`src/rtl/demo_ctrl_pkg.sv`:
```
`default_nettype none
// ============================================================================
// Module      : demo_ctrl_pkg
// Description : Shared types and constants for the demo run sequencer.
//               Holds the FSM state encoding, the demo datapath width, the
//               counter value that precedes a wrap, and a helper that sizes
//               the settle/run counters from their parameters.
// Revision    : 1.0 - initial release
// ============================================================================
package demo_ctrl_pkg;

    // Width of the test_demo counter output.
    localparam int DEMO_W = 8;

    // Counter value immediately before a wrap to zero.
    localparam logic [DEMO_W-1:0] WRAP_VAL = 8'hFF;

    // Sequencer states. Encodings are visible on state_o for debug, so the
    // values are fixed explicitly.
    typedef enum logic [2:0] {
        ST_IDLE      = 3'd0,
        ST_WAIT_LOCK = 3'd1,
        ST_SETTLE    = 3'd2,
        ST_RUN       = 3'd3,
        ST_DONE      = 3'd4,
        ST_FAULT     = 3'd5
    } state_e;

    // Counter width able to hold the larger of two terminal counts with one
    // spare bit, so neither counter can wrap before its terminal compare.
    function automatic int cnt_width(input int a, input int b);
        int m;
        m = (a > b) ? a : b;
        return $clog2(m) + 1;
    endfunction

endpackage : demo_ctrl_pkg
`default_nettype wire

```
`src/rtl/sync_bit.sv`:
```
`default_nettype none
// ============================================================================
// Module      : sync_bit
// Description : Multi-flop synchronizer for a single asynchronous level.
//               The output is the last flop of a STAGES-deep shift chain;
//               every flop clears to 0 on reset.
// Ports       : clk   - destination clock
//               reset - asynchronous active-high reset
//               d     - asynchronous input level
//               q     - synchronized level (STAGES clk edges of latency)
// Revision    : 1.0 - initial release
// ============================================================================
module sync_bit #(
    parameter int STAGES = 2
) (
    input  logic clk,
    input  logic reset,
    input  logic d,
    output logic q
);

    logic [STAGES-1:0] r_sync;

    always_ff @(posedge clk or posedge reset) begin
        if (reset) begin
            r_sync <= '0;
        end else begin
            r_sync <= {r_sync[STAGES-2:0], d};
        end
    end

    assign q = r_sync[STAGES-1];

endmodule : sync_bit
`default_nettype wire

```
`src/rtl/demo_run_ctrl.sv`:
```
`default_nettype none
// ============================================================================
// Module      : demo_run_ctrl
// Description : Run sequencer for the test_demo counter datapath. Waits for
//               the clock IP lock, requires SETTLE_CYCLES of continuous lock,
//               then holds demo_enable high for RUN_CYCLES. Counts 0xFF->0x00
//               wraps of the demo counter during the run and reports done,
//               busy and a sticky lock-lost fault.
// Ports       : clk         - system clock
//               reset       - asynchronous active-high reset
//               start       - run request (sampled every cycle)
//               stop        - abort request, dominates start
//               ip_locked   - clock IP lock, asynchronous to clk
//               demo_out    - test_demo counter output
//               demo_enable - registered enable to test_demo
//               busy        - high in WAIT_LOCK, SETTLE and RUN
//               done        - one-cycle pulse when a full run completes
//               lock_lost   - sticky, lock dropped while running
//               wrap_count  - saturating wrap count for the current run
//               state_o     - current state encoding
// Revision    : 1.0 - initial release
// ============================================================================
module demo_run_ctrl
    import demo_ctrl_pkg::*;
#(
    parameter int SETTLE_CYCLES = 16,
    parameter int RUN_CYCLES    = 200,
    parameter int SYNC_STAGES   = 2,
    parameter int WRAP_W        = 16
) (
    input  logic              clk,
    input  logic              reset,
    input  logic              start,
    input  logic              stop,
    input  logic              ip_locked,
    input  logic [DEMO_W-1:0] demo_out,
    output logic              demo_enable,
    output logic              busy,
    output logic              done,
    output logic              lock_lost,
    output logic [WRAP_W-1:0] wrap_count,
    output logic [2:0]        state_o
);

    localparam int CNT_W = cnt_width(SETTLE_CYCLES, RUN_CYCLES);

    localparam logic [CNT_W-1:0] C_SETTLE_LAST = CNT_W'(SETTLE_CYCLES - 1);
    localparam logic [CNT_W-1:0] C_RUN_LAST    = CNT_W'(RUN_CYCLES - 1);

    // ------------------------------------------------------------------
    // Lock synchronizer: all lock decisions below use w_locked_s only.
    // ------------------------------------------------------------------
    logic w_locked_s;

    sync_bit #(
        .STAGES (SYNC_STAGES)
    ) u_lock_sync (
        .clk   (clk),
        .reset (reset),
        .d     (ip_locked),
        .q     (w_locked_s)
    );

    // ------------------------------------------------------------------
    // State and counters
    // ------------------------------------------------------------------
    state_e           r_state;
    state_e           w_next_state;
    logic [CNT_W-1:0] r_settle_cnt;
    logic [CNT_W-1:0] w_settle_cnt_nxt;
    logic [CNT_W-1:0] r_run_cnt;
    logic [CNT_W-1:0] w_run_cnt_nxt;
    logic             w_clear_stats;
    logic             w_set_lock_lost;

    always_ff @(posedge clk or posedge reset) begin
        if (reset) begin
            r_state      <= ST_IDLE;
            r_settle_cnt <= '0;
            r_run_cnt    <= '0;
        end else begin
            r_state      <= w_next_state;
            r_settle_cnt <= w_settle_cnt_nxt;
            r_run_cnt    <= w_run_cnt_nxt;
        end
    end

    // Stop is tested first in every active state so it dominates lock loss
    // and completion; in RUN, lock loss is tested before the terminal count.
    always_comb begin
        w_next_state     = r_state;
        w_settle_cnt_nxt = r_settle_cnt;
        w_run_cnt_nxt    = r_run_cnt;
        w_clear_stats    = 1'b0;
        w_set_lock_lost  = 1'b0;

        case (r_state)
            ST_IDLE: begin
                if (start && !stop) begin
                    w_next_state  = ST_WAIT_LOCK;
                    w_clear_stats = 1'b1;
                end
            end

            ST_WAIT_LOCK: begin
                if (stop) begin
                    w_next_state = ST_IDLE;
                end else if (w_locked_s) begin
                    w_next_state     = ST_SETTLE;
                    w_settle_cnt_nxt = '0;
                end
            end

            ST_SETTLE: begin
                if (stop) begin
                    w_next_state = ST_IDLE;
                end else if (!w_locked_s) begin
                    // Any lock glitch restarts the settle window from zero.
                    w_next_state     = ST_WAIT_LOCK;
                    w_settle_cnt_nxt = '0;
                end else if (r_settle_cnt == C_SETTLE_LAST) begin
                    w_next_state  = ST_RUN;
                    w_run_cnt_nxt = '0;
                end else begin
                    w_settle_cnt_nxt = r_settle_cnt + 1'b1;
                end
            end

            ST_RUN: begin
                if (stop) begin
                    w_next_state = ST_IDLE;
                end else if (!w_locked_s) begin
                    w_next_state    = ST_FAULT;
                    w_set_lock_lost = 1'b1;
                end else if (r_run_cnt == C_RUN_LAST) begin
                    w_next_state = ST_DONE;
                end else begin
                    w_run_cnt_nxt = r_run_cnt + 1'b1;
                end
            end

            ST_DONE: begin
                w_next_state = ST_IDLE;
            end

            ST_FAULT: begin
                if (stop) begin
                    w_next_state = ST_IDLE;
                end else if (start) begin
                    w_next_state  = ST_WAIT_LOCK;
                    w_clear_stats = 1'b1;
                end
            end

            default: begin
                w_next_state = ST_IDLE;
            end
        endcase
    end

    // ------------------------------------------------------------------
    // Registered enable: taken from next-state so it is high exactly for
    // the cycles the FSM sits in RUN and falls on the edge that leaves it.
    // ------------------------------------------------------------------
    logic r_demo_enable;

    always_ff @(posedge clk or posedge reset) begin
        if (reset) begin
            r_demo_enable <= 1'b0;
        end else begin
            r_demo_enable <= (w_next_state == ST_RUN);
        end
    end

    // ------------------------------------------------------------------
    // Sticky lock-lost flag, cleared only when a new run is requested.
    // ------------------------------------------------------------------
    logic r_lock_lost;

    always_ff @(posedge clk or posedge reset) begin
        if (reset) begin
            r_lock_lost <= 1'b0;
        end else if (w_clear_stats) begin
            r_lock_lost <= 1'b0;
        end else if (w_set_lock_lost) begin
            r_lock_lost <= 1'b1;
        end
    end

    // ------------------------------------------------------------------
    // Wrap monitor. test_demo updates its output one cycle after the
    // enable that caused it, so the cycle after RUN is still watched to
    // catch a wrap produced by the final enabled cycle.
    // ------------------------------------------------------------------
    logic [DEMO_W-1:0] r_prev_out;
    logic              r_was_run;
    logic [WRAP_W-1:0] r_wrap_count;
    logic              w_wrap;

    assign w_wrap = (r_prev_out == WRAP_VAL) && (demo_out == '0) &&
                    ((r_state == ST_RUN) || r_was_run);

    always_ff @(posedge clk or posedge reset) begin
        if (reset) begin
            r_prev_out   <= '0;
            r_was_run    <= 1'b0;
            r_wrap_count <= '0;
        end else begin
            r_prev_out <= demo_out;
            r_was_run  <= (r_state == ST_RUN);
            if (w_clear_stats) begin
                r_wrap_count <= '0;
            end else if (w_wrap && !(&r_wrap_count)) begin
                r_wrap_count <= r_wrap_count + 1'b1;
            end
        end
    end

    // ------------------------------------------------------------------
    // Outputs. busy/done decode the state register directly so they also
    // clear asynchronously with reset.
    // ------------------------------------------------------------------
    assign demo_enable = r_demo_enable;
    assign busy        = (r_state == ST_WAIT_LOCK) || (r_state == ST_SETTLE) ||
                         (r_state == ST_RUN);
    assign done        = (r_state == ST_DONE);
    assign lock_lost   = r_lock_lost;
    assign wrap_count  = r_wrap_count;
    assign state_o     = r_state;

endmodule : demo_run_ctrl
`default_nettype wire

```
`config.mk`:
```
export PLATFORM = sky130hd
export DESIGN_NAME = demo_run_ctrl
export DESIGN_NICKNAME = d
export VERILOG_FILES = /design/src/rtl/demo_ctrl_pkg.sv /design/src/rtl/sync_bit.sv /design/src/rtl/demo_run_ctrl.sv
export SDC_FILE = /design/constraint.sdc
export NUM_CORES = 1
export LEC_CHECK = 0
export ABC_AREA = 1
export CORE_MARGIN = 2
export CORE_UTILIZATION = 55
export CTS_CLUSTER_DIAMETER = 150
export DETAILED_ROUTE_END_ITERATION = 7
export GPL_TIMING_DRIVEN = 0
export PLACE_DENSITY = 0.9
export SLEW_MARGIN = 10
export SYNTH_ARGS = -nofsm -noshare
export SYNTH_HDL_FRONTEND = slang
export SYNTH_SLANG_ARGS = --single-unit
export TNS_END_PERCENT = 5
```
`constraint.sdc`:
```
create_clock -name clk -period 3 [get_ports clk]
set_input_delay 0.6 -clock clk [delete_from_list [all_inputs] [get_ports clk]]
set_output_delay 0.6 -clock clk [all_outputs]
set_load 0.02 [all_outputs]
```
==> impl_metrics.yaml, run 1 <==
outcome:
  status: "completed"
cts:
  clock_tree_from_tritoncts: "built"
  clock_insertion_delay_worst_skew_ps: 310
  root_buffer: "sky130_fd_sc_hd__clkbuf_8"
  cts_htree_levels: 2
  tritoncts.num_buffers: 5
  postCtsSetupRepairBufs: 0
  clk_pin_slew_ps: 100
  holdBufCountCts: 0
  cts.sink_count: 50
  cts_resized: 0
  ctsLongestPathBuffers: 2
timing:
  setup-violations-final: 0
  tightest_slew_ps: 496
  post-route-period-util: 0.796
  finalHoldViolCount: 0
  period_minus_ws_final_ps: 2390
  fin_skew_ps: 9.22
  tns_ps: 0
  grt_setup_unrepaired: "false"
  achievable-frequency_mhz: 419
  max_slew_margin: 0.669
  finalMaxSlewViolations: 0
floorplanning:
  boundaryPins: 36
  placeable_area_sq_um: 5200
  dieArea_sq_um: 6110
  die_y_um: 78.2
  floorplan.rows: 26
  chipWidth_um: 78.2
  start_util: 0.581
run:
  cap_viol_max_count: 0
routing:
  drtPass1Iterations: 5
  drt-wirelength-per-cell_um: 12.4
  dr_total_vias: 2852
  drt-vias-per-instance: 5.32
  ant_nets: 0
  drcViolationCount: 0
  wl_um: 6660
  drt_iter0_drc: 178
grt:
  antenna_violations_before_repair: 0
  global_route_wire_length_before_repair_um: 11500
  grt_pass1_vias: 2644
  maximum_number_of_pins_on_one_net_before_global_route_repair: 34
  grt_use_total: 0.234
  global_route.overflow_total: 0
yosys:
  netlist.top_cell.by_area: "sky130_fd_sc_hd__dfrtp_1"
  synth_enable_flop_cells: 0
  synth.cells.most_frequent: "139 x sky130_fd_sc_hd__nand2_1, 65 x sky130_fd_sc_hd__nor2_1, 50 x sky130_fd_sc_hd__dfrtp_1"
  largest_cells_by_area_after_synthesis: "sky130_fd_sc_hd__dfrtp_1 41%, sky130_fd_sc_hd__nand2_1 17%, sky130_fd_sc_hd__nor2_1 8.1%"
  netlist.area_leader.share: 0.414
  yosys.cell_count.top_type: "sky130_fd_sc_hd__nand2_1"
  syn_area_sq_um: 3020
  ys_ff_latch: 50
  synthesis.area_per_instance_sq_um: 7.17
  mappedNetlistNets: 438
  ys.flop_type: "sky130_fd_sc_hd__dfrtp_1"
  synth-warning-count: 0
  synthArstFlopShare: 1.00
  ys_types: 32
  seq_area_frac_synth: 0.414
  synthesis.instances: 422
layout:
  number_of_nets_in_the_layout: 481
  antenna_cells_inserted: 0
  syn_to_final_growth_pct: 18.8
  final-instance-count-excl-fill: 536
  post_route_cells_drive_above_1_share: 0.0923
worst_setup_path:
  worst_setup_path_end_kind: "primary output"
  cp_slowest_cell: "sky130_fd_sc_hd__clkdlybuf4s50_1"
  crit_chain: "buf_2 > nor2_1 > clkdlybuf4s50_1"
  required_time_of_the_critical_path_ps: 2400
  max_stage_delay_ps: 660
  critPathLaunchType: "flop"
  worstPathMaxFanout: 7
  criticalPathCategory: "flop to primary output"
  timing.critical_path.arrival_ps: 1790
place:
  post-dp-hpwl_um: 4970
  gp_congestion: 0.969
  quantity_of_i_o_buffers_inserted_on_ports: 35
  place_inst: 528
power_and_ir_drop:
  vdd_ir_drop_max_v: 0.000193
  cellLeakagePower_nw: 1.65
  pwr_density_cell_nw_per_um2: 360
hold_path:
  hold_path_class: "flop to flop"
-- state kept, by name, summed over array words and instances, names as in the netlist --
name	cells
wrap_count	16
lock_lost	1
r_prev_out	8
state_o	3
demo_enable	1
r_run_cnt	9
r_settle_cnt	9
u_lock_sync.r_sync	2
r_was_run	1
-- through the flow --
stage          instance area (sq um)  worst slack, ps  hold slack [ps]   util  total power, mW
2_1_floorplan                   3020             1200              331      -            0.773
3_3_place_gp                    3460              277              333  0.665            0.821
3_5_place_dp                    3480              836              341  0.669            0.827
4_1_cts                         3590              612              362  0.690             1.31
5_1_grt                         3590              556              372  0.690             1.35
6_report                        3590              611              355  0.690             1.29
-- critical path: cells and delay by family (launching register included) --
family        cells  cell delay (ps)
buf+inv           2              860
flops             1              410
simple gates      1              210
-- path summary, 6_finish.rpt --
kind	startpoint	endpoint	slack (ps)	cells past startpoint
max in group asynchronous	reset	wrap_count[6]	1890	3
worst min-delay path	u_lock_sync.r_sync[0]	u_lock_sync.r_sync[1]	360	0
worst min register to register	u_lock_sync.r_sync[0]	u_lock_sync.r_sync[1]	360	0
min in group asynchronous	reset	r_settle_cnt[5]	600	2
worst max-delay path	state_o[2]	busy	610	3
worst max register to register	r_settle_cnt[0]	r_settle_cnt[3]	1170	8
-- layout by cell type (no fill, tap or decap), drive strengths merged --
cell,count
nor2,69
xnor2,2
o21ai,8
clkdlybuf4s50,35
xor2,9
nor3,11
ha,3
o21bai,5
a21oi,3
nand3,52
bufinv,1
inv,42
clkinvlp,1
nand3b,1
clkbuf,7
o211ai,1
nand4,7
nand2,146
or2,2
dfrtp,50
buf,8
nor4,3
-- layout make-up --
cell class	count	area, sq um
Clock buffer	6	72.6
Buffer	8	47.5
Fill cell	401	1610
Multi-Input combinational cell	322	1570
Clock inverter	2	37.5
Sequential cell	50	1250
Inverter	42	160
Tap cell	70	87.6
Timing Repair Buffer	36	370
-- power by group --
group          internal [mW]  switching [mW]  leakage (nW)
Clock                  0.249           0.229        0.0514
Sequential             0.685         0.00797         0.674
Combinational         0.0421          0.0795         0.929
-- logic make-up after synthesis --
kind of cell / count (synthesis) / share of synthesized area
AND/OR/NAND/NOR: 291 / 0.435
buffers and inverters: 50 / 0.0687
flip-flops: 50 / 0.414
AO/OA/AOI/OAI: 17 / 0.0381
XOR/XNOR: 11 / 0.0319
adder cells (fa/ha/maj): 3 / 0.0124
-- per-layer routing --
layer | global-route usage | routed length [um]
met5 | 0 | 0
met4 | 0.0930 | 164
met3 | 0.0425 | 338
met2 | 0.430 | 3400
met1 | 0.268 | 2760
(Power assumes the default switching activity.)
==> run 2, diff against run 1 <==
clock period = 2.3 ns   (was 3 ns; I/O delays follow)
==> run 2 against run 1 <==
Against the previous run: routed wire length hardly changed; total power is 30% higher; die area stayed put; register-to-register slack worse by 700 ps; clock power is 31% higher; critical path depth is 1 higher.
==> impl_metrics.yaml, run 2 (synthesized netlist as in run 1, its figures left out) <==
outcome:
  status: "completed"
place:
  quantity_of_i_o_buffers_inserted_on_ports: 35
  place_inst: 528
  gp_congestion: 0.969
  post-dp-hpwl_um: 4970
  post-place-ws_ps: 276
cts:
  cts_resized: 0
  clock_tree_from_tritoncts: "built"
  clock_insertion_delay_worst_skew_ps: 310
  postCtsSetupRepairBufs: 0
  root_buffer: "sky130_fd_sc_hd__clkbuf_8"
  tritoncts.num_buffers: 5
  cts.sink_count: 50
  holdBufCountCts: 0
  cts_htree_levels: 2
  clk_pin_slew_ps: 90
  ctsLongestPathBuffers: 2
routing:
  wl_um: 6650
  drcViolationCount: 0
  drt_iter0_drc: 181
  drt-wirelength-per-cell_um: 12.4
  ant_nets: 0
  drtPass1Iterations: 7
  dr_total_vias: 2838
  drt-vias-per-instance: 5.29
hold_path:
  worst_hold_path.num_cells: 0
  hold_path_class: "flop to flop"
power_and_ir_drop:
  vdd_ir_drop_max_v: 0.000252
  share_clk_of_total_power: 0.370
  pwr-share-comb: 0.094
  cellLeakagePower_nw: 1.67
  switching_share: 0.245
  pwr_density_cell_nw_per_um2: 469
  internal_power_mw: 1.27
  net-switching-power_mw: 0.413
  power_frac_seq: 0.536
  post-layout-total-power_mw: 1.69
worst_setup_path:
  required_time_of_the_critical_path_ps: 1840
  critical_path.reg2reg.endpoint: "wrap_count[14]"
  regToRegStartpoint: "wrap_count[0]"
  timing.critical_path.to: "done"
  timing.critical_path.arrival_ps: 1770
  critical_path.startpoint: "state_o[2]"
  worstPathMaxFanout: 7
  cp_slowest_cell: "sky130_fd_sc_hd__clkdlybuf4s50_1"
  worstRegToRegCells: 8
  critPathLaunchType: "flop"
  worst_setup_path_end_kind: "primary output"
  timing.reg2reg.setup_slack_ps: 470
  crit_chain: "buf_2 > inv_1 > nor3_1 > clkdlybuf4s50_1"
  max_stage_delay_ps: 630
  criticalPathCategory: "flop to primary output"
layout:
  syn_to_final_growth_pct: 18.9
  post_route_cells_drive_above_1_share: 0.0923
  number_of_nets_in_the_layout: 481
  antenna_cells_inserted: 0
  flip_flop_count_of_the_largest_register_all_copies_and_words_added: 16
  final-instance-count-excl-fill: 536
  most_frequent_standard_cell_in_the_layout_excluding_fill_and_tap_cells: "sky130_fd_sc_hd__nand2_1"
  most_used_cells_in_the_layout_excluding_fill_and_tap_cells: "139 x sky130_fd_sc_hd__nand2_1, 65 x sky130_fd_sc_hd__nor2_1, 50 x sky130_fd_sc_hd__dfrtp_1, 42 x sky130_fd_sc_hd__nand3_1, 39 x sky130_fd_sc_hd__inv_1"
  nFillCells: 399
timing:
  period_minus_ws_final_ps: 2230
  finalMaxSlewViolations: 0
  post-route-period-util: 0.972
  fin_skew_ps: 10.4
  tns_ps: 0
  achievable-frequency_mhz: 447
  max_slew_margin: 0.669
  setup-violations-final: 0
  fin_ws_ps: 65.2
  tightest_slew_ps: 496
  finalHoldViolCount: 0
floorplanning:
  boundaryPins: 36
  die_y_um: 78.2
  chipWidth_um: 78.2
  floorplan.rows: 26
  placeable_area_sq_um: 5200
  dieArea_sq_um: 6110
  start_util: 0.581
grt:
  antenna_violations_before_repair: 0
  global_route.overflow_total: 0
  maximum_number_of_pins_on_one_net_before_global_route_repair: 34
  grt_pass1_vias: 2644
  grt_use_total: 0.234
  global_route_wire_length_before_repair_um: 11500
run:
  cap_viol_max_count: 0
run 2: power by group through the flow:
stage                     Combinational (mW)  Clock [mW]  Sequential, mW
after floorplan                       0.0846           0           0.924
after global placement                 0.150           0           0.920
after detailed placement               0.159           0           0.921
after CTS                              0.160       0.640           0.903
after global routing                   0.173       0.676           0.906
final                                  0.158       0.624           0.903
run 2: area by class of cell:
type,count,area [sq um],share of cell area
Buffer,8,47.5,0.0132
Clock buffer,6,72.6,0.0202
Clock inverter,2,37.5,0.0104
Inverter,42,160,0.0446
Multi-Input combinational cell,322,1570,0.435
Sequential cell,50,1250,0.348
Tap cell,70,87.6,0.0244
Timing Repair Buffer,36,373,0.104
run 2: metal layers:
| layer | wire length, um | global-route usage |
|---|---|---|
| met3 | 305 | 0.0425 |
| met2 | 3420 | 0.430 |
| met1 | 2770 | 0.268 |
| met5 | 0 | 0 |
| met4 | 164 | 0.0930 |
run 2: worst min-delay path by stage:
stage	startpoint	to	slack, ps
6_report	u_lock_sync.r_sync[0]	u_lock_sync.r_sync[1]	360
5_1_grt	u_lock_sync.r_sync[0]	u_lock_sync.r_sync[1]	370
4_1_cts	u_lock_sync.r_sync[0]	u_lock_sync.r_sync[1]	360
3_5_place_dp	u_lock_sync.r_sync[0]	u_lock_sync.r_sync[1]	340
3_3_place_gp	u_lock_sync.r_sync[0]	u_lock_sync.r_sync[1]	330
2_1_floorplan	u_lock_sync.r_sync[0]	u_lock_sync.r_sync[1]	330
run 2: worst max-delay path: cells and delay by family, from the launching register on:
kind	cells	cell delay, ps
and+or+nand+nor	1	130
DFF	1	390
buffers and inverters	3	950
run 2: per-stage QoR:
| step | utilization | hold WS (ps) | cell area [sq um] |
|---|---|---|---|
| 5_1_grt | 0.691 | 372 | 3590 |
| 3_5_place_dp | 0.669 | 341 | 3480 |
| 3_3_place_gp | 0.665 | 333 | 3460 |
| 2_1_floorplan | - | 331 | 3020 |
| 4_1_cts | 0.690 | 362 | 3590 |
| 6_report | 0.691 | 355 | 3590 |
